**config.mk**
```make
export PLATFORM = sky130hd
export DESIGN_NAME = ps2_receiver
export DESIGN_NICKNAME = d
export VERILOG_FILES = /design/src/rtl/ps2_receiver.sv
export SDC_FILE = /design/constraint.sdc
export NUM_CORES = 1
export LEC_CHECK = 0
export ABC_AREA = 1
export CAP_MARGIN = 20
export CORE_MARGIN = 5
export CORE_UTILIZATION = 58
export DETAILED_ROUTE_END_ITERATION = 7
export HOLD_SLACK_MARGIN = 0.08
export PLACE_DENSITY = 0.79
export SYNTH_ARGS = -nofsm -noshare
export SYNTH_HDL_FRONTEND = slang
export SYNTH_SLANG_ARGS = --single-unit
export TNS_END_PERCENT = 20
```
**constraint.sdc**
```tcl
create_clock -name clk -period 1.92 [get_ports clk]
set_input_delay 0.384 -clock clk [delete_from_list [all_inputs] [get_ports clk]]
set_output_delay 0.384 -clock clk [all_outputs]
set_load 0.01 [all_outputs]
```
**src/rtl/ps2_receiver.sv**
```systemverilog
// ps2_receiver: PS/2 device-to-host frame receiver; keeps the two most recent
// valid scan-code bytes with the newest in keycode[7:0].
module ps2_receiver #(
    parameter int FILTER_LEN     = 8,
    parameter int TIMEOUT_CYCLES = 65000
) (
    input  logic        clk,
    input  logic        reset,
    input  logic        ps2_clk,
    input  logic        ps2_data,
    output logic [15:0] keycode,
    output logic        key_valid,
    output logic        frame_err
);
    localparam int FW = $clog2(FILTER_LEN + 1);
    localparam int TW = $clog2(TIMEOUT_CYCLES + 1);
    localparam logic [FW-1:0] FMAX = FW'(FILTER_LEN - 1);
    localparam logic [TW-1:0] TMAX = TW'(TIMEOUT_CYCLES);

    typedef enum logic [1:0] {IDLE, DATA, PARITY, STOP} state_t;

    logic [1:0]    clk_sync, data_sync;
    logic          clk_filt, clk_prev, fall, timeout;
    logic [FW-1:0] fcnt;
    logic [TW-1:0] tcnt;
    state_t        state, state_n;
    logic [2:0]    bitcnt, bitcnt_n;
    logic [7:0]    shreg, shreg_n;
    logic          par, par_n, valid_n, err_n;
    logic [15:0]   keycode_n;

    // Synchronize both pins; the clock is debounced so a new level must persist FILTER_LEN samples.
    always_ff @(posedge clk or posedge reset) begin
        if (reset) begin
            clk_sync  <= 2'b11;
            data_sync <= 2'b11;
            clk_filt  <= 1'b1;
            clk_prev  <= 1'b1;
            fcnt      <= '0;
        end else begin
            clk_sync  <= {clk_sync[0], ps2_clk};
            data_sync <= {data_sync[0], ps2_data};
            clk_prev  <= clk_filt;
            if (clk_sync[1] == clk_filt) begin
                fcnt <= '0;
            end else if (fcnt == FMAX) begin
                clk_filt <= clk_sync[1];
                fcnt     <= '0;
            end else begin
                fcnt <= fcnt + FW'(1);
            end
        end
    end

    assign fall    = clk_prev & ~clk_filt;
    assign timeout = (state != IDLE) && (tcnt == TMAX);

    always_ff @(posedge clk or posedge reset) begin
        if (reset) begin
            state     <= IDLE;
            bitcnt    <= '0;
            shreg     <= '0;
            par       <= 1'b0;
            keycode   <= '0;
            key_valid <= 1'b0;
            frame_err <= 1'b0;
            tcnt      <= '0;
        end else begin
            state     <= state_n;
            bitcnt    <= bitcnt_n;
            shreg     <= shreg_n;
            par       <= par_n;
            keycode   <= keycode_n;
            key_valid <= valid_n;
            frame_err <= err_n;
            tcnt      <= (fall || state == IDLE) ? '0 : (tcnt == TMAX ? tcnt : tcnt + TW'(1));
        end
    end

    // A fall always takes priority over a timeout landing in the same cycle.
    always_comb begin
        state_n   = state;
        bitcnt_n  = bitcnt;
        shreg_n   = shreg;
        par_n     = par;
        keycode_n = keycode;
        valid_n   = 1'b0;
        err_n     = 1'b0;
        if (fall) begin
            case (state)
                IDLE: begin
                    if (!data_sync[1]) begin
                        state_n  = DATA;
                        bitcnt_n = '0;
                    end else begin
                        err_n = 1'b1;
                    end
                end
                DATA: begin
                    shreg_n  = {data_sync[1], shreg[7:1]};
                    bitcnt_n = bitcnt + 3'd1;
                    state_n  = (bitcnt == 3'd7) ? PARITY : DATA;
                end
                PARITY: begin
                    par_n   = data_sync[1];
                    state_n = STOP;
                end
                default: begin
                    state_n = IDLE;
                    if (data_sync[1] && ^{shreg, par}) begin
                        keycode_n = {keycode[7:0], shreg};
                        valid_n   = 1'b1;
                    end else begin
                        err_n = 1'b1;
                    end
                end
            endcase
        end else if (timeout) begin
            state_n  = IDLE;
            bitcnt_n = '0;
            err_n    = 1'b1;
        end
    end
endmodule

```
=== Word level (Yosys, flattened, before mapping) ===
Cells that the tools add are included.

* Register bits: 58
* Word-level logic and storage cells: 65
* Bits of input ports: 4

* Bitwise logic cells: 4
* Reductions and logical operators: 15
* Equality and inequality tests: 9
* $add $sub $neg: 3
* Multiplexer cells: 21

{| class="wikitable"
|+ Operator list
! kind !! number
|-
| 16-bit two-way mux || 2
|-
| 16-bit by 1-bit adder with 16-bit output (second input constant) || 1
|-
| 16-bit equality test (second input constant) || 1
|-
| 3-bit two-way mux || 3
|-
| 9-bit parity || 1
|-
| 2-bit two-way mux || 4
|-
| 4-bit two-way mux || 2
|-
| 2-bit AND reduction || 4
|-
| 1-bit two-way mux || 7
|-
| 2-bit one-hot mux with 3 select lines || 1
|-
| 3-bit one-hot mux with 2 select lines || 1
|-
| 3-bit AND reduction || 2
|-
| 4-bit by 1-bit adder with 4-bit output (second input constant) || 1
|-
| 4-bit by 3-bit equality test with 1-bit output (second input constant) || 1
|-
| 2-bit nonzero test || 2
|-
| 3-bit by 1-bit adder with 3-bit output (second input constant) || 1
|-
| 3-bit equality test (second input constant) || 1
|-
| 3-bit by 1-bit inequality test with 1-bit output (second input constant) || 1
|-
| 3-bit inequality test (second input constant) || 1
|-
| 1-bit NOT || 3
|-
| 3-bit OR reduction || 1
|-
| 2-bit by 1-bit equality test with 1-bit output (second input constant) || 1
|-
| 2-bit equality test (second input constant) || 1
|-
| 1-bit logical AND || 2
|-
| other kinds (7) || 7
|}

=== Longest topological paths before layout ===
* Word-level depth: 5
* Gate-level depth with buffers: 13
* Gate-level depth less buffers: 12

=== Worst setup path after synthesis ===
Ideal clock, no wire load.

* Kind: register -> register
* From: reg clk_prev
* To: reg keycode[0]
* Period minus slack after synthesis: 1469 ps
* Path slack: 451 ps
* Stages on the path, launching flop included: 9
* Library setup time: 118 ps
* Arrival: 1351 ps
* Required time: 1802 ps
* Cell sequence: dfstp_2 inv_1 nor2_4 inv_1 nor2_4 nand4_4 buf_6 nand2_1 nand2_1

* Longest elaborated chain between the ends: 2

{| class="wikitable"
|+ Ends and longest elaborated chain
! item !! line !! text
|-
| start: declaration || 23 || <nowiki>logic clk_filt, clk_prev, fall, timeout;</nowiki>
|-
| start signal: assignment || 43 || <nowiki>clk_prev <= clk_filt;</nowiki>
|-
| 1-bit AND || 55 || <nowiki>assign fall = clk_prev & ~clk_filt;</nowiki>
|-
| 3-bit AND reduction (no source line) || -- ||
|-
| end signal: assignment || 73 || <nowiki>keycode <= keycode_n;</nowiki>
|-
| end: declaration || 11 || <nowiki>output logic [15:0] keycode,</nowiki>
|}

No other way between the ends.
A chain may end at the register's enable or synchronous reset.

=== Worst setup path after layout ===
* From: reg keycode[3]
* To: out keycode[3]

No word-level cell between the ends.

==> impl_metrics.csv <==
group,metric,value,unit
critical_path,cp_data_arrival_time,1280,ps
route,viasPerCell,5.34,
sta,worstMarginPinSlew,294,ps
critical_path,r2r_start,"tcnt[0]",
min_path,holdCritPathClass,"flop to flop",
floorplan,fp-row-count,25,
critical_path,startpoint_type,"flop",
clock_tree,ctsHoldBuffers,0,
logic_synthesis,synth_area,2790,um^2
critical_path,crit_path_end_kind,"primary output",
sta,fin_crit,1660,ps
critical_path,worst_path_max_delay_cell,"clkdlybuf4s50_1",
power_and_ir_drop,p_leak,1.61,nW
grt,grt_max_degree,59,
min_path,min_from,"data_sync[0]",
layout,diodes,0,
layout,mostFrequentLayoutCell,"nand2_1",
placement,dp_cells,402,
grt,met1_usage,0.230,
power_and_ir_drop,power,2.74,mW
floorplan,fp.coreArea,4690,um^2
clock_tree,h-tree-depth,3,
logic_synthesis,synth_seq_cells,58,
run_status,status,"complete, no violations",
clock_tree,numCtsBuffers,9,
route,first_pass_iters,4,
floorplan,initial_core_util,0.594,
sta,fin_crit_sh,0.864,
flow_run,cap_violations,0,
route,drc,0,
clock_tree,cts_buffer_depth,2,
grt,overflow,0,
critical_path,r2r-end,"bitcnt[0]",
clock_tree,post_cts_resized,0,
clock_tree,cts-root-buf,"clkbuf_8",
route,drt_wl_total,5340,um
min_path,whs_path_depth,0,
power_and_ir_drop,ir_drop,0.607,mV
floorplan,die_y,79.3,um
critical_path,path_delay_family,"buffers and inverters",
placement,gp_congestion,0.862,
layout,area_growth,16.6,%
logic_synthesis,yosysSeqAreaShare,0.523,
sta,setup_viol,0,
layout,finalNonFillerCells,418,
grt,use_met3,0.0556,
critical_path,path_cells,"clkdlybuf4s50_1",
clock_tree,clock_sinks,58,
layout,drive_above_1_share,0.124,
placement,dp_slack,318,ps
critical_path,rrSetupSlack,300,ps
route,drtIter0Drc,108,
route,avgRoutedWirePerCell,12.8,um
critical_path,crit_type,"flop to primary output",
critical_path,critPathBufInv,1,
floorplan,ios,22,
grt,globalRouteTotalUtil,0.186,
power_and_ir_drop,powerDensity,842,nW/um^2
min_path,hold_path_end,"data_sync[1]",
critical_path,crit_required,1540,ps
placement,portBuffers,21,
grt,grt_pass1_vias,2124,
critical_path,r2r_cells,9,
sta,rsz0062_at_grt,"no",
layout,layout_common_cells,"100 x nand2_1, 52 x dfrtp_1, 33 x inv_1, 24 x nor2_1, 23 x nand4_1",
logic_synthesis,synthCells,328,
critical_path,critPathMaxFanout,3,
sta,slew_viol_final,0,
logic_synthesis,synth_cell_types,32,
floorplan,dieArea,6300,um^2
placement,place_hpwl,3740,um
grt,grt_use_met2,0.310,
logic_synthesis,syn-num-nets,337,
critical_path,max_stage_delay,560,ps
sta,worst_slack,261,ps
route,ant_nets,0,
grt,grt_pass1_wl,9140,um
floorplan,die_width,79.3,um
clock_tree,path_clk_slew,70,ps
clock_tree,cts_setup_buffers,0,
sta,fmax,0.603,GHz
sta,hold_viol,0,
clock_tree,insertion_delay,330,ps
sta,relSlewSlack,0.804,
layout,fin_nets,368,
route,vias,2231,
grt,antenna_found_initial,0,
sta,setup_tns,0,ps
layout,nFillCells,355,
sta,hold_ws,359,ps
sta,skew,11.8,ps
clock_tree,cts_tree,"done",
grt,grt.busiest_layer,"met2",
logic_synthesis,syn_area_per_cell,8.50,um^2
logic_synthesis,yosysWarnings,0,
[report_power, final]
group / internal [mW] / switching [mW]
combinational: 0.120 / 0.232
clock: 0.536 / 0.476
sequential: 1.31 / 0.0614
[Yosys cell counts]
cell type  instances  share of area
nand3_1           14          0.025
inv_1             34          0.046
inv_2              4         0.0054
xnor2_1            3         0.0094
nand4_4            1         0.0076
and2_1             1         0.0022
nor4_1             1         0.0022
o21ai_1            2         0.0036
mux2_2             1         0.0040
clkbuf_1           1         0.0013
nor2_4             2         0.0081
nand4_1           23          0.052
dfstp_2            6          0.057
ha_1               5          0.022
and3_1             2         0.0045
o21ai_0           14          0.025
buf_2              1         0.0018
xor2_1             6          0.019
clkbuf_4           2         0.0054
a21oi_1            8          0.014
nand2_2            6          0.013
nand3_2            1         0.0036
nand2_1          100           0.13
o211ai_1           1         0.0027
buf_6              2         0.0081
o32ai_1            1         0.0031
or2_2              2         0.0045
nor3_1             6          0.011
nor2_2             1         0.0022
dfrtp_1           52           0.47
nor2_1            24          0.032
nand3b_1           1         0.0027
[per-layer routing]
layer  vias up  wire length, um
li1       1123                -
met1      1046             2500
met2        55             2530
met3         7              258
met4         0               49
met5         -                0
[how the worst max path moves through the flow]
stage,startpoint,to,cells after the start
after floorplan,reset,bitcnt[0],1
after CTS,keycode[3],keycode[3],1
after global routing,tcnt[0],bitcnt[0],9
final,keycode[3],keycode[3],1
after detailed placement,clk_prev,keycode[7],7
after global placement,clk_prev,keycode[7],7
[cells by family after synthesis]
group	after synthesis	share of synthesized area
simple gates	185	0.306
flops	58	0.523
buf+inv	44	0.0677
compound gates	26	0.0489
xor+xnor	9	0.0283
fa+ha+maj	5	0.0224
mux	1	0.00404
[layout make-up]
| class | instances | area, um^2 | share of cell area |
|---|---|---|---|
| sequential | 58 | 1460 | 0.449 |
| multi-input combinational | 226 | 1140 | 0.351 |
| timing repair buffer | 26 | 260 | 0.0800 |
| clock buffer | 12 | 155 | 0.0477 |
| inverter | 38 | 143 | 0.0439 |
| tap | 54 | 67.6 | 0.0208 |
| clock inverter | 4 | 26.3 | 0.00808 |
[per-stage QoR]
stage                     utilization  instance area [um^2]
after CTS                       0.693                  3250
after floorplan                     -                  2790
final                           0.693                  3250
after global placement          0.654                  3070
after detailed placement        0.654                  3070
after global routing            0.693                  3250
[state kept, by name (all words and copies together) (netlist names), 2 cells and up]
register and count:
data_sync 2, fcnt 4, shreg 8, clk_sync 2, tcnt 16, bitcnt 3, keycode 16, state 2
Note: power is estimated with default switching activity, not from simulation.
